File: src/rtl/game_pkg.sv
// game_pkg
// Shared types and constants for the space_invaders game sequencer.
//   game_state_t : 2-bit state encoding exported on game_ctrl.state
//   SCORE_MAX    : BCD ceiling of the 2-digit score (99)
//   SPEED_MAX    : ceiling of the alien step-rate index (7)
package game_pkg;

  typedef enum logic [1:0] {
    IDLE = 2'd0,
    PLAY = 2'd1,
    HIT  = 2'd2,
    OVER = 2'd3
  } game_state_t;

  localparam logic [7:0] SCORE_MAX = 8'h99;
  localparam logic [2:0] SPEED_MAX = 3'd7;

endpackage

File: src/rtl/bcd_counter.sv
// bcd_counter
// Two-digit BCD up-counter used for the player score. Counting stops at 99.
// Ports:
//   clk   : system clock
//   rst   : asynchronous active-high reset, count returns to 00
//   clr   : synchronous clear to 00, wins over inc
//   inc   : add one to the count this cycle
//   count : {tens, ones} BCD value
module bcd_counter
  import game_pkg::*;
(
  input  logic       clk,
  input  logic       rst,
  input  logic       clr,
  input  logic       inc,
  output logic [7:0] count
);

  // The count is held in BCD directly so the seven-segment drivers never need
  // a binary-to-decimal conversion. A carry out of the ones digit bumps the
  // tens digit; once the value reaches 99 further increments are dropped.
  always_ff @(posedge clk or posedge rst) begin
    if (rst) begin
      count <= 8'h00;
    end else if (clr) begin
      count <= 8'h00;
    end else if (inc && (count != SCORE_MAX)) begin
      if (count[3:0] == 4'd9) begin
        count <= {count[7:4] + 4'd1, 4'd0};
      end else begin
        count <= {count[7:4], count[3:0] + 4'd1};
      end
    end
  end

endmodule

File: src/rtl/game_ctrl.sv
// game_ctrl
// Top-level game sequencer: owns the game state, lives, score and alien speed,
// gates the world update and requests entity re-initialisation.
// Parameters:
//   LIVES_INIT : lives loaded at game start (1..3)
//   HIT_FRAMES : frames the world stays frozen after the player is hit (>=1)
// Ports:
//   clk, rst       : system clock, asynchronous active-high reset
//   frame_tick     : one pulse per VGA frame
//   btn_shoot      : debounced level, rising edge starts / leaves a game
//   btn_rst        : debounced level, soft restart back to IDLE
//   alien_hit      : pulse, player bullet killed an alien
//   player_hit     : pulse, alien bullet hit the player
//   aliens_landed  : pulse, aliens reached the player row
//   aliens_cleared : pulse, last alien of the wave died
//   state          : current game_state_t encoding
//   play_en        : world may move and shoot
//   world_rst      : one-cycle pulse, entities reinitialise
//   lives          : remaining lives
//   score_bcd      : {tens, ones} BCD score
//   alien_speed    : alien step-rate index
// Build option:
//   WAVE_SPEEDUP_EN : when defined, alien_speed climbs by one on every cleared
//                     wave (saturating at 7); otherwise it is tied to 0.
module game_ctrl
  import game_pkg::*;
#(
  parameter int LIVES_INIT = 3,
  parameter int HIT_FRAMES = 60
) (
  input  logic       clk,
  input  logic       rst,
  input  logic       frame_tick,
  input  logic       btn_shoot,
  input  logic       btn_rst,
  input  logic       alien_hit,
  input  logic       player_hit,
  input  logic       aliens_landed,
  input  logic       aliens_cleared,
  output logic [1:0] state,
  output logic       play_en,
  output logic       world_rst,
  output logic [1:0] lives,
  output logic [7:0] score_bcd,
  output logic [2:0] alien_speed
);

  localparam int FW = $clog2(HIT_FRAMES + 1);

  game_state_t   cur_state;
  logic [FW-1:0] freeze_cnt;
  logic          shoot_d;
  logic          shoot_edge;
  logic          start_game;
  logic          goes_over;
  logic          clear_ok;
  logic          game_clr;
  logic          score_inc;

  // A game starts only from IDLE on a fresh shoot press, and a soft restart
  // suppresses it. A PLAY cycle ends the game when the aliens land or the
  // last life is lost; a wave clear in that same cycle is dropped so the world
  // is not rebuilt underneath the game-over screen. Score and speed are
  // cleared both by a new game and by a soft restart.
  assign shoot_edge = btn_shoot & ~shoot_d;
  assign start_game = ~btn_rst & (cur_state == IDLE) & shoot_edge;
  assign goes_over  = aliens_landed | (player_hit & (lives == 2'd1));
  assign clear_ok   = ~btn_rst & (cur_state == PLAY) & aliens_cleared & ~goes_over;
  assign game_clr   = btn_rst | start_game;
  assign score_inc  = ~btn_rst & (cur_state == PLAY) & alien_hit;

  assign state = cur_state;

  // Delay register for the shoot button so a held button starts one game,
  // not one per clock.
  always_ff @(posedge clk or posedge rst) begin
    if (rst) begin
      shoot_d <= 1'b0;
    end else begin
      shoot_d <= btn_shoot;
    end
  end

  // Main sequencer. play_en is registered alongside the next state so it is
  // high exactly while state reads PLAY. world_rst defaults low every cycle
  // so any request is a single-cycle pulse. The freeze counter is only
  // stepped by frame ticks, so the HIT pause lasts a fixed number of frames
  // regardless of clock rate. Soft restart overrides everything.
  always_ff @(posedge clk or posedge rst) begin
    if (rst) begin
      cur_state  <= IDLE;
      play_en    <= 1'b0;
      world_rst  <= 1'b0;
      lives      <= 2'(LIVES_INIT);
      freeze_cnt <= '0;
    end else begin
      world_rst <= 1'b0;
      if (btn_rst) begin
        cur_state  <= IDLE;
        play_en    <= 1'b0;
        lives      <= 2'(LIVES_INIT);
        freeze_cnt <= '0;
      end else begin
        case (cur_state)
          IDLE: begin
            if (start_game) begin
              cur_state <= PLAY;
              play_en   <= 1'b1;
              world_rst <= 1'b1;
              lives     <= 2'(LIVES_INIT);
            end
          end
          PLAY: begin
            if (aliens_landed) begin
              lives     <= 2'd0;
              cur_state <= OVER;
              play_en   <= 1'b0;
            end else if (player_hit) begin
              if (lives == 2'd1) begin
                lives     <= 2'd0;
                cur_state <= OVER;
              end else begin
                lives      <= lives - 2'd1;
                freeze_cnt <= FW'(HIT_FRAMES);
                cur_state  <= HIT;
              end
              play_en <= 1'b0;
            end
            if (clear_ok) begin
              world_rst <= 1'b1;
            end
          end
          HIT: begin
            if (frame_tick) begin
              freeze_cnt <= freeze_cnt - FW'(1);
              if (freeze_cnt == FW'(1)) begin
                cur_state <= PLAY;
                play_en   <= 1'b1;
              end
            end
          end
          OVER: begin
            if (shoot_edge) begin
              cur_state <= IDLE;
            end
          end
          default: begin
            cur_state <= IDLE;
            play_en   <= 1'b0;
          end
        endcase
      end
    end
  end

  bcd_counter u_score (
    .clk   (clk),
    .rst   (rst),
    .clr   (game_clr),
    .inc   (score_inc),
    .count (score_bcd)
  );

`ifdef WAVE_SPEEDUP_EN
  logic [2:0] speed_q;

  // Each accepted wave clear makes the next wave faster, up to SPEED_MAX.
  // A new game or a soft restart drops back to the slowest rate.
  always_ff @(posedge clk or posedge rst) begin
    if (rst) begin
      speed_q <= 3'd0;
    end else if (game_clr) begin
      speed_q <= 3'd0;
    end else if (clear_ok && (speed_q != SPEED_MAX)) begin
      speed_q <= speed_q + 3'd1;
    end
  end

  assign alien_speed = speed_q;
`else
  assign alien_speed = 3'd0;
`endif

endmodule

File: config.mk
export PLATFORM = sky130hd
export DESIGN_NAME = game_ctrl
export DESIGN_NICKNAME = d
export VERILOG_FILES = /design/src/rtl/game_pkg.sv /design/src/rtl/bcd_counter.sv /design/src/rtl/game_ctrl.sv
export SDC_FILE = /design/constraint.sdc
export NUM_CORES = 1
export LEC_CHECK = 0
export ABC_CLOCK_PERIOD_IN_PS = 1900
export CORE_UTILIZATION = 51
export CTS_CLUSTER_SIZE = 10
export DETAILED_ROUTE_END_ITERATION = 10
export PLACE_DENSITY = 0.86
export SLEW_MARGIN = 40
export SYNTH_ARGS = -nofsm -noshare
export SYNTH_HDL_FRONTEND = slang
export SYNTH_SLANG_ARGS = --single-unit
export TNS_END_PERCENT = 1
File: constraint.sdc
create_clock -name clk -period 1.9 [get_ports clk]
set_input_delay 0.38 -clock clk [delete_from_list [all_inputs] [get_ports clk]]
set_output_delay 0.38 -clock clk [all_outputs]
set_load 0.005 [all_outputs]
## Word level (Yosys, flattened, before mapping)

Index checks and enable logic that the tools add are counted.

- Register bits after elaboration: 21
- Input bits: 9
- Output and inout bits: 17
- Word-level logic and storage cells: 87

- Add/subtract/negate cells: 4
- Equal/unequal tests: 15
- Multiplexer cells: 35
- Bitwise logic cells: 13
- Reduce and logical (&&, ||, !) cells: 12

Operator list:

| kind | count |
|---|---|
| 6-bit two-way mux | 5 |
| 2-bit two-way mux | 12 |
| 8-bit two-way mux | 3 |
| 3-bit != test (second input constant) | 7 |
| 5-bit AND reduction | 3 |
| 6-bit one-hot mux with 2 select lines | 1 |
| 1-bit two-way mux | 10 |
| 4-bit by 1-bit adder with 4-bit output (second input constant) | 2 |
| 1-bit AND | 8 |
| 8-bit != test (second input constant) | 1 |
| 2-bit one-hot mux with 4 select lines | 1 |
| 6-bit by 1-bit == test with 1-bit output (second input constant) | 1 |
| 3-bit nonzero test | 2 |
| 6-bit by 1-bit subtractor with 6-bit output (second input constant) | 1 |
| 2-bit by 1-bit == test with 1-bit output (second input constant) | 2 |
| 2-bit == test (second input constant) | 2 |
| 4-bit == test (second input constant) | 1 |
| 4-bit != test (second input constant) | 1 |
| 2-bit one-hot mux with 2 select lines | 1 |
| 2-bit nonzero test | 2 |
| 4-bit nonzero test | 1 |
| 1-bit NOT | 3 |
| 1-bit one-hot mux with 3 select lines | 1 |
| 3-bit AND reduction | 1 |
| other kinds (6) | 7 |

## Longest topological paths before layout

- Depth in word-level cells: 8
- Depth in mapped cells: 7
- Gate-level depth less buffers: 6

## Cells and area by module

From an unflattened synthesis, not the netlist that was laid out.

- Cell total of the unflattened synthesis: 150
- Area total of the unflattened synthesis: 1,420.1 µm²

By module, submodules not included:

| module | instances | cells an instance | area an instance (µm²) | seq. area each (µm²) |
|---|---|---|---|---|
| game_ctrl | 1 | 98 | 924.6 | 327.8 |
| bcd_counter | 1 | 52 | 495.5 | 200.2 |

## Least setup slack after synthesis

Ideal clock, no wire load.

- Kind: register to register
- Start: register lives[1]
- End: register freeze_cnt[2]
- Setup time: 137 ps
- Data arrival time: 1,642 ps
- Required time: 1,763 ps
- Slack: 121 ps
- Cell stages (with the launch flop): 7
- Path buffers: 0
- Clock period less this slack: 1,779 ps
- Path through: dfstp_2 > inv_1 > ha_1 > or3b_4 > a21oi_4 > and2_1 > a311oi_1

- Word-level cells in the longest chain between the ends: 3

RTL lines:

| element | RTL line | source |
|---|---|---|
| start, declared | game_ctrl.sv:43 | `output logic [1:0] lives,` |
| start signal, assigned | game_ctrl.sv:94 | `lives <= 2'(LIVES_INIT);` |
| start signal, assigned | game_ctrl.sv:101 | `lives <= 2'(LIVES_INIT);` |
| start signal, assigned | game_ctrl.sv:110 | `lives <= 2'(LIVES_INIT);` |
| 2-bit by 1-bit == test with 1-bit output | game_ctrl.sv:119 | `if (lives == 2'd1) begin` |
| 3-bit != test (no source line) | - |  |
| 5-bit AND reduction (no source line) | - |  |
| end signal, assigned | game_ctrl.sv:124 | `freeze_cnt <= FW'(HIT_FRAMES);` |
| end signal, assigned | game_ctrl.sv:135 | `freeze_cnt <= freeze_cnt - FW'(1);` |
| end, declared | game_ctrl.sv:51 | `logic [FW-1:0] freeze_cnt;` |

No other way between the ends.
A chain may end at the register's enable or synchronous reset.

## Final worst setup path

- Start: register lives[1]
- End: register freeze_cnt[1]

The elaborated chain is that of the path after synthesis.

==> results.sh <==
export IMPL_areaGrowthSynthToFinish_pct=30.8
export IMPL_numCtsBuffers=3
export IMPL_drc=0
export IMPL_hold_violations=0
export IMPL_slowest_stage="dfstp_2"
export IMPL_fin_skew_ns=0.00407
export IMPL_cp_end_kind="flip-flop"
export IMPL_dieArea_mm2=0.00288
export IMPL_start_util_pct=54.6
export IMPL_finalCritPeriodShare_pct=100
export IMPL_r2r_slack_ns=-0.006
export IMPL_ioPinCount=26
export IMPL_port_buffer_count=22
export IMPL_cp_required_ns=2.11
export IMPL_path_max_fanout=7
export IMPL_final_max_slew_viol_count=0
export IMPL_clkTransAtPathRegs_ns=0.12
export IMPL_path_class="reg2reg"
export IMPL_ys_flop_type="dfrtp_1"
export IMPL_fill_cells=182
export IMPL_cts_tree="yes"
export IMPL_critPathArrivalTime_ns=2.12
export IMPL_fin_area_mm2=0.00178
export IMPL_layout_drive_gt1_share_pct=18.6
export IMPL_clockBufferDepth=2
export IMPL_avgRoutedWirePerCell_um=14.7
export IMPL_synthCells=143
export IMPL_synth_area_mm2=0.00136
export IMPL_dpl_hpwl_mm=2.29
export IMPL_grt_antenna_before_repair=0
export IMPL_final_cell_mix="clkdlybuf4s50_1, dfrtp_1, buf_4, nor2_1"
export IMPL_cpLargestDelayFamily="flip-flops"
export IMPL_cpPeakStageDelay_ns=0.56
export IMPL_worst_path_buf_inv=2
export IMPL_ir_drop_mv=1.19
export IMPL_firstDrtPassIters=4
export IMPL_reg2regPathDepth=7
export IMPL_final_common_cell="clkdlybuf4s50_1"
export IMPL_synth_area_leader_cell="dfrtp_1"
export IMPL_fin_ws_ns=-0.00592
export IMPL_grt_overflow=0
export IMPL_yosysSeqAreaShare_pct=38.7
export IMPL_avgSynthCellArea_um2=9.54
export IMPL_setup_viol=1
export IMPL_worstPathCellList="inv_2, ha_4, or3b_4, a21oi_4, buf_6, mux2i_1, nor2_1"
export IMPL_violations="setup timing"
export IMPL_grt_pass1_vias=1103
export IMPL_first_iter_violations=20
export IMPL_clk_latency_ns=0.30
export IMPL_yosysWarningCount=0
export IMPL_p_leak_uw=0.000798
export IMPL_crit_start="lives[1]"
export IMPL_r2r_start="lives[1]"
export IMPL_postCtsHoldBufs=0
export IMPL_nets=204
export IMPL_synth_area_top_cells="dfrtp_1, ha_1, mux2i_1"
export IMPL_place_gp_congestion=0.857
export IMPL_status="complete, but fails checks"
export IMPL_coreArea_mm2=0.00250
export IMPL_powerDensity_mw_per_mm2=1160
export IMPL_maxCapViolations=0
export IMPL_vias=1174
export IMPL_cts_sinks=21
export IMPL_antenna_cells=0
export IMPL_rows=18
export IMPL_ys_ff_latch=21
export IMPL_synth_top_area_share_pct=34.9
export IMPL_grt_max_degree=13
export IMPL_synth_edf_count=0
export IMPL_critPathLaunchType="flip-flop"
export IMPL_dieHeight_um=53.7
export IMPL_hold_class="in2async"
export IMPL_place_area_mm2=0.00170
export IMPL_ys_types=42
export IMPL_r2r_end="freeze_cnt[1]"
export IMPL_grt_pass1_wl_mm=5.00
export IMPL_htree_levels=1
export IMPL_rsz0062_at_grt="yes"
export IMPL_synthArstFlopShare_pct=100
export IMPL_ant_nets=0
export IMPL_final_setup_tns_ns=-0.00592
export IMPL_grt_total_usage_pct=24.2
export IMPL_wirelength_mm=3.14
export IMPL_vias_per_cell=5.51
export IMPL_die_w_um=53.7
export IMPL_fmax_mhz=525
export IMPL_fin_crit_ns=1.91
export IMPL_cts_root_buffer="clkbuf_4"
## registers in the layout, indices dropped and copies added (netlist names)
signal / cells
lives: 2
world_rst: 1
play_en: 1
u_score.count: 8
freeze_cnt: 6
state: 2
shoot_d: 1
## what timing repair did
| item | in CTS | in global routing |
|---|---|---|
| gates resized for setup | 1 | 7 |
| buffers inserted | 3 | 1 |
| setup endpoints to repair | 4 | 6 |
| pin swaps | 1 | 6 |
## area by class of cell
cell class              count  area (µm²)  share of cell area, %
clock buffers               4        26.3                   1.47
multi-input cells         107         782                   43.8
flip-flops and latches     21         528                   29.6
inverters                  10        37.5                   2.10
repair buffers             41         373                   20.9
well taps                  30        37.5                   2.10
## per-stage QoR
| step | worst slack [ns] | cells | power [µW] | util, % | hold WS [ns] |
|---|---|---|---|---|---|
| floorplan | 0.121 | 145 | 1310 | - | 0.355 |
| global placement | -0.0283 | 205 | 1630 | 68.0 | 0.509 |
| detailed placement | -0.132 | 205 | 1690 | 68.0 | 0.507 |
| CTS | 0.00825 | 212 | 1990 | 70.1 | 0.350 |
| global route | -0.0842 | 213 | 2230 | 71.4 | 0.359 |
| finish | -0.00592 | 213 | 2070 | 71.4 | 0.335 |
## synthesized netlist by cell type, drive strengths merged (2+ instances only)
cell type  instances
nor2              13
mux2i              6
nor3               6
nand2              3
nand2b             8
and3b              2
nand4              2
nand3              3
a211oi             2
clkbuf             2
nor3b              5
o21ai              6
a311oi             3
a21oi             10
inv               10
ha                11
buf                5
dfstp              2
xor2               2
dfrtp             19
nand3b             3
nor2b              3
## worst max path at each step
stage	endpoint	slack, ns	depth (start not counted)
floorplan	freeze_cnt[2]	0.12	6
global placement	state[1]	-0.03	6
detailed placement	freeze_cnt[2]	-0.13	5
CTS	freeze_cnt[5]	0.008	8
global route	freeze_cnt[1]	-0.08	7
finish	freeze_cnt[1]	-0.006	7
## cell families after synthesis
family | after synthesis | share of synthesized area, %
simple gates | 57 | 25.1
xor+xnor | 3 | 1.93
mux | 6 | 4.40
flops | 21 | 38.7
buf+inv | 17 | 5.87
compound gates | 27 | 13.6
fa+ha+maj | 11 | 10.1
other cells | 1 | 0.275
## routing by layer
metal,global-route usage [%],up-vias,share of wire [%]
met5,0,-,0
met4,8.33,0,0.38
met3,2.54,2,3.3
met2,39.9,32,50
met1,32.5,560,46
li1,-,580,-
## power breakdown
group	leakage, µW	total, µW	internal (µW)	switching (µW)
registers	0.000277	689	564	126
clock network	0.0000150	223	81.9	141
logic	0.000506	1160	612	548
total	0.000798	2070	1260	815
(Power assumes the default switching activity.)
